**src/rtl/hazard_pkg.sv**
```systemverilog
// Shared definitions for the pipeline sequencing controller: FSM state
// encoding, the per-stage enable/flush bundle and the zero-register index.
package hazard_pkg;

    // Sequencer states. Kept as plain constants so the encoding stays fixed
    // for any logic or checkers that probe the state register directly.
    localparam logic [0:0] ST_RUN      = 1'b0;
    localparam logic [0:0] ST_MUL_BUSY = 1'b1;

    // Architectural register that never carries a real dependency.
    localparam logic [3:0] REG_ZERO = 4'd0;

    // One write-enable / flush pair per pipeline boundary.
    typedef struct packed {
        logic pc_we;
        logic ifid_we;
        logic ifid_flush;
        logic idex_we;
        logic idex_flush;
        logic exmem_we;
        logic exmem_flush;
        logic memwb_flush;
    } stage_ctrl_t;

    // Free-running pipeline: every stage advances, nothing is squashed.
    localparam stage_ctrl_t CTRL_ADVANCE = 8'b1101_0100;

endpackage

```
**src/rtl/load_use_detect.sv**
```systemverilog
// Combinational load-use hazard term: the instruction in ID reads a register
// that the load currently in EX has not yet fetched from memory.
module load_use_detect
    import hazard_pkg::*;
#(
    parameter bit IGNORE_R0 = 1'b1
) (
    input  logic [3:0] rn_id,
    input  logic [3:0] rm_id,
    input  logic       use_rn_id,
    input  logic       use_rm_id,
    input  logic [3:0] rd_idex,
    input  logic       mem_read_idex,
    output logic       loaduse
);

    logic rd_counts;
    logic rn_hit;
    logic rm_hit;

    // A load into r0 never creates a dependency when r0 is ignored, matching
    // the forwarding unit which also never forwards r0.
    assign rd_counts = !IGNORE_R0 || (rd_idex != REG_ZERO);
    assign rn_hit    = use_rn_id && (rd_idex == rn_id);
    assign rm_hit    = use_rm_id && (rd_idex == rm_id);

    // Hazard only when the EX instruction is a load and a used source matches.
    assign loaduse = mem_read_idex && rd_counts && (rn_hit || rm_hit);

endmodule

```
**src/rtl/hazard_stall_ctrl.sv**
```systemverilog
// Pipeline sequencing controller for the 5-stage core. Each cycle decides
// whether PC, IF/ID, ID/EX, EX/MEM and MEM/WB advance, hold or take a bubble,
// covering data-memory wait states, multi-cycle multiplies occupying EX,
// taken-branch squashes and load-use hazards. Also counts PC-stall cycles.
module hazard_stall_ctrl
    import hazard_pkg::*;
#(
    parameter int unsigned MUL_LAT   = 3,
    parameter bit          IGNORE_R0 = 1'b1,
    parameter int unsigned CNT_W     = 16
) (
    input  logic             clk,
    input  logic             rst_n,
    input  logic [3:0]       rn_id,
    input  logic [3:0]       rm_id,
    input  logic             use_rn_id,
    input  logic             use_rm_id,
    input  logic [3:0]       rd_idex,
    input  logic             mem_read_idex,
    input  logic             mul_start_ex,
    input  logic             branch_taken_ex,
    input  logic             mem_req_exmem,
    input  logic             dmem_ready,
    output logic             pc_we,
    output logic             ifid_we,
    output logic             ifid_flush,
    output logic             idex_we,
    output logic             idex_flush,
    output logic             exmem_we,
    output logic             exmem_flush,
    output logic             memwb_flush,
    output logic             mul_busy,
    output logic [CNT_W-1:0] stall_count
);

    // Counter only needs to hold MUL_LAT-1.
    localparam int unsigned MC_W = (MUL_LAT > 2) ? $clog2(MUL_LAT) : 1;

    logic [0:0]      state_q;
    logic [0:0]      state_d;
    logic [MC_W-1:0] mul_cnt_q;
    logic [MC_W-1:0] mul_cnt_d;
    logic            memstall;
    logic            loaduse;
    logic            in_mul;
    logic            mul_exit;
    logic            mul_hold;
    stage_ctrl_t     ctrl;

    assign memstall = mem_req_exmem && !dmem_ready;
    assign in_mul   = (state_q == ST_MUL_BUSY);

    // The exit cycle is the last MUL_BUSY cycle: the multiply result is
    // written into EX/MEM and the state is RUN from the next cycle on. If the
    // counter ran out under a memory stall, the exit waits for memstall to clear.
    assign mul_exit = in_mul && !memstall && (mul_cnt_q <= MC_W'(1));
    assign mul_hold = in_mul && !mul_exit;

    load_use_detect #(
        .IGNORE_R0(IGNORE_R0)
    ) u_load_use_detect (
        .rn_id        (rn_id),
        .rm_id        (rm_id),
        .use_rn_id    (use_rn_id),
        .use_rm_id    (use_rm_id),
        .rd_idex      (rd_idex),
        .mem_read_idex(mem_read_idex),
        .loaduse      (loaduse)
    );

    // Prioritised stage control: memory wait, multiply occupancy, branch
    // squash, load-use bubble, then free-running advance.
    always_comb begin
        ctrl = CTRL_ADVANCE;
        if (!rst_n) begin
            ctrl = CTRL_ADVANCE;
        end else if (memstall) begin
            ctrl.pc_we       = 1'b0;
            ctrl.ifid_we     = 1'b0;
            ctrl.idex_we     = 1'b0;
            ctrl.exmem_we    = 1'b0;
            ctrl.memwb_flush = 1'b1;
        end else if (mul_hold) begin
            // EX still owns the multiply, so a branch resolving there is moot.
            ctrl.pc_we       = 1'b0;
            ctrl.ifid_we     = 1'b0;
            ctrl.idex_we     = 1'b0;
            ctrl.exmem_we    = 1'b0;
            ctrl.exmem_flush = 1'b1;
        end else if (branch_taken_ex) begin
            // The ID instruction is squashed, so any load-use on it is dropped.
            ctrl.ifid_flush = 1'b1;
            ctrl.idex_flush = 1'b1;
        end else if (loaduse) begin
            ctrl.pc_we      = 1'b0;
            ctrl.ifid_we    = 1'b0;
            ctrl.idex_flush = 1'b1;
        end
    end

    assign pc_we       = ctrl.pc_we;
    assign ifid_we     = ctrl.ifid_we;
    assign ifid_flush  = ctrl.ifid_flush;
    assign idex_we     = ctrl.idex_we;
    assign idex_flush  = ctrl.idex_flush;
    assign exmem_we    = ctrl.exmem_we;
    assign exmem_flush = ctrl.exmem_flush;
    assign memwb_flush = ctrl.memwb_flush;
    assign mul_busy    = in_mul && rst_n;

    // Next-state logic: multiply occupancy counter keeps running under memory
    // stalls; a multiply cannot start while the memory stage is stalled.
    always_comb begin
        state_d   = state_q;
        mul_cnt_d = mul_cnt_q;
        case (state_q)
            ST_RUN: begin
                if (mul_start_ex && !memstall) begin
                    state_d   = ST_MUL_BUSY;
                    mul_cnt_d = MC_W'(MUL_LAT - 1);
                end
            end
            ST_MUL_BUSY: begin
                if (mul_cnt_q != '0) begin
                    mul_cnt_d = mul_cnt_q - MC_W'(1);
                end
                if (mul_exit) begin
                    state_d = ST_RUN;
                end
            end
            default: begin
                state_d   = ST_RUN;
                mul_cnt_d = '0;
            end
        endcase
    end

    // State and multiply counter registers.
    always_ff @(posedge clk or negedge rst_n) begin
        if (!rst_n) begin
            state_q   <= ST_RUN;
            mul_cnt_q <= '0;
        end else begin
            state_q   <= state_d;
            mul_cnt_q <= mul_cnt_d;
        end
    end

    // Saturating count of cycles in which the PC did not advance.
    always_ff @(posedge clk or negedge rst_n) begin
        if (!rst_n) begin
            stall_count <= '0;
        end else if (!ctrl.pc_we && (stall_count != {CNT_W{1'b1}})) begin
            stall_count <= stall_count + CNT_W'(1);
        end
    end

endmodule

```
**config.mk**
```make
export PLATFORM = sky130hd
export DESIGN_NAME = hazard_stall_ctrl
export DESIGN_NICKNAME = d
export VERILOG_FILES = /design/src/rtl/hazard_pkg.sv /design/src/rtl/load_use_detect.sv /design/src/rtl/hazard_stall_ctrl.sv
export SDC_FILE = /design/constraint.sdc
export NUM_CORES = 1
export LEC_CHECK = 0
export ABC_AREA = 1
export BUFFER_PORTS_ARGS = -buffer_cell sky130_fd_sc_hd__buf_2
export CELL_PAD_IN_SITES_DETAIL_PLACEMENT = 0
export CELL_PAD_IN_SITES_GLOBAL_PLACEMENT = 1
export CORE_MARGIN = 2
export CORE_UTILIZATION = 38
export DETAILED_ROUTE_END_ITERATION = 10
export GPL_TIMING_DRIVEN = 0
export PLACE_DENSITY = 0.91
export SYNTH_ARGS = -nofsm -noshare
export SYNTH_HDL_FRONTEND = slang
export SYNTH_SLANG_ARGS = --single-unit
```
**constraint.sdc**
```tcl
create_clock -name clk -period 4.05 [get_ports clk]
set_clock_uncertainty 0.05 [all_clocks]
set_input_delay 0 -clock clk [delete_from_list [all_inputs] [get_ports clk]]
set_output_delay 0 -clock clk [all_outputs]
set_load 0.005 [all_outputs]
```
==> flow_summary.yaml <==
detailed_routing:
  wirelength_mm: 3.14
  antenna_left: 0
  drtIter0Drc: 12
  drc_errors: 0
  viasPerCell: 4.57
  vias: 1358
  first_pass_iters: 4
  route.detailed.wl_per_inst_um: 10.6
synth:
  ys_top_cells_by_area: "dfrtp_1, nand2_1, nand3_1"
  ys_seq_area_share_pct: 32.9
  yosys.cell_count.top_type: "nand2_1"
  yosysWarningCount: 0
  synth_nets: 222
  synth_top_area_share_pct: 32.9
  syn_area_per_cell_um2: 7.30
  yosysTopAreaCell: "dfrtp_1"
  yosys_most_used_dff: "dfrtp_1"
  ys_seq_elements: 19
  synth-edff-count: 0
  syn_inst: 198
  synthArstFlopShare_pct: 100
  yosys-top-cells-count: "nand2_1, nand3_1, inv_1"
  syn_area_um2: 1450
  synthDistinctLibCells: 28
clock_tree:
  cts.sinks: 19
  cts_resized: 0
  clk_pin_slew_ns: 0.07
  cts_tree: "built"
  clk_path_buf_depth: 2
  clk_latency_ns: 0.25
  cts-buffers-inserted: 3
  h-tree-depth: 1
  ctsRootBufferMaster: "clkbuf_8"
setup_path:
  crit_path_start_kind: "register"
  crit_family: "buffers and inverters"
  path_depth: 9
  cp.arrival_ns: 2.03
  path_class: "reg -> out"
  ff2ff_setup_slack_ns: 2.23
  slowest_delay_ns: 0.41
  required_ns: 4.00
  path_common_cell: "buf_4"
  path_buf_inv: 4
  worstPathCellList: "ha_1 > or2_1 > a21oi_2 > o21ai_2 > nand2_4 > buf_4 > inv_2 > buf_4 > buf_2"
  cp-end-kind: "output port"
  reg2reg_depth: 9
  r2r-end: "stall_count[6]"
  worstPathMaxFanout: 10
  cp_slowest_cell: "dfrtp_1"
  reg2reg_from: "mul_cnt_q[0]"
finish:
  drive_gt1_share_pct: 31.7
  syn_to_final_growth_pct: 24.2
  fin_nets: 274
  diodes: 0
hold_path:
  holdPathStages: 5
  min_path_type: "in -> reg"
  hp-start: "dmem_ready"
  holdPathEnd: "in_mul"
timing:
  hold_ws_ns: 0.186
  slew_viol_final: 0
  max_freq_mhz: 481
  tightest_slew_ns: 0.502
  rsz0062_at_grt: "false"
  slew_headroom_pct: 66.5
  setup_viol: 0
  fin_tns_setup_ns: 0
  finalHoldViolations: 0
  fin_crit_sh_pct: 51.3
  finalCriticalPeriod_ns: 2.08
floorplanning:
  initial_core_util_pct: 39.5
  die_h_um: 65.7
  boundaryPins: 46
  core_um2: 3660
  die_w_um: 65.7
  rows: 22
  dieArea_um2: 4310
grt:
  grtUsageTotal_pct: 16.4
  antenna_found_initial: 0
  grt_start_max_net_pins: 24
  grt_pass1_vias: 1325
  grt_remaining_overflow: 0
  grt_pass1_wl_mm: 5.62
pwr:
  power.leakage_nw: 1.03
  power_density_nw_per_um2: 380
  peakVddDrop_mv: 0.234
  total_power_mw: 0.682
placement:
  port-buffer-count: 45
  gp_congestion: 0.823
  hpwlAfterDp_mm: 2.43
flow_run:
  maxCapViolations: 0
run_status:
  outcome: "complete, no violations"
==> report_power, final <==
part	total (mW)	switching, mW	internal, mW
clock network	0.132	0.0619	0.0700
logic	0.273	0.144	0.129
registers	0.277	0.0490	0.228
total	0.682	0.255	0.427
==> layout make-up <==
type                       count  area [um^2]
buffer                         5         47.5
clock buffer                   4         45.0
fill                         378         1870
inverter                      24         90.1
multi-input combinational    150          832
sequential                    19          475
tap                           48         60.1
timing repair buffer          47          245
==> worst register-to-register path: cells and delay by family (launching register included) <==
family                   cells  cell delay (ns)
AND/OR/NAND/NOR              5             0.62
adder cells (fa/ha/maj)      1             0.20
flip-flops                   1             0.41
buffers and inverters        1             0.16
AO/OA/AOI/OAI                2             0.28
==> registers in the layout, indices dropped and copies added, names as in the netlist <==
| register | flops |
|---|---|
| stall_count | 16 |
| in_mul | 1 |
| mul_cnt_q | 2 |
==> worst max path at each step <==
stage	start	endpoint
after floorplan	mul_cnt_q[0]	stall_count[2]
after global placement	mul_cnt_q[0]	stall_count[6]
after detailed placement	mul_cnt_q[0]	stall_count[6]
after CTS	mul_cnt_q[0]	pc_we
after global routing	mul_cnt_q[0]	pc_we
final	mul_cnt_q[0]	pc_we
==> routing by layer <==
metal / up-vias / track usage, % / part of all wire (%)
met5: - / 0 / 0
li1: 723 / - / -
met4: 0 / 5.47 / 1.4
met3: 5 / 2.05 / 4.5
met1: 606 / 20.5 / 46
met2: 24 / 28.8 / 48
==> logic make-up after synthesis <==
family,Yosys count,share of synthesized area [%]
AO/OA/AOI/OAI,6,2.94
XOR/XNOR,16,9.70
adder cells (fa/ha/maj),3,2.60
buffers and inverters,29,9.52
flip-flops,19,32.9
AND/OR/NAND/NOR,125,42.3
==> metrics by stage <==
stage / setup slack [ns] / cells / utilization, % / area (um^2)
final: 1.97 / 297 / 49.0 / 1800
after global routing: 1.86 / 297 / 49.0 / 1800
after CTS: 1.95 / 297 / 49.0 / 1800
after detailed placement: 2.22 / 291 / 47.3 / 1730
after global placement: 2.25 / 291 / 47.3 / 1730
after floorplan: 2.38 / 198 / - / 1450
==> placed cells by master, fill, tap and decap left out, drive strengths merged, types with 2 or more instances in the layout <==
cell | Yosys | layout
ha | 3 | 3
inv | 24 | 24
or2 | 3 | 3
a21oi | 2 | 2
buf | 5 | 50
nor2 | 17 | 17
o21ai | 2 | 2
dlygate4sd3 | 0 | 2
xnor2 | 11 | 11
xor2 | 5 | 5
nand2 | 69 | 69
nand3 | 30 | 30
clkbuf | 0 | 4
dfrtp | 19 | 19
nor3 | 3 | 3
==> what timing repair did <==
item                                   4_1_cts  5_1_grt
endpoints found under the hold margin       20        0
buffers inserted                             0        0
hold buffers                                 2        0
Power figures use the tool's default switching activity.
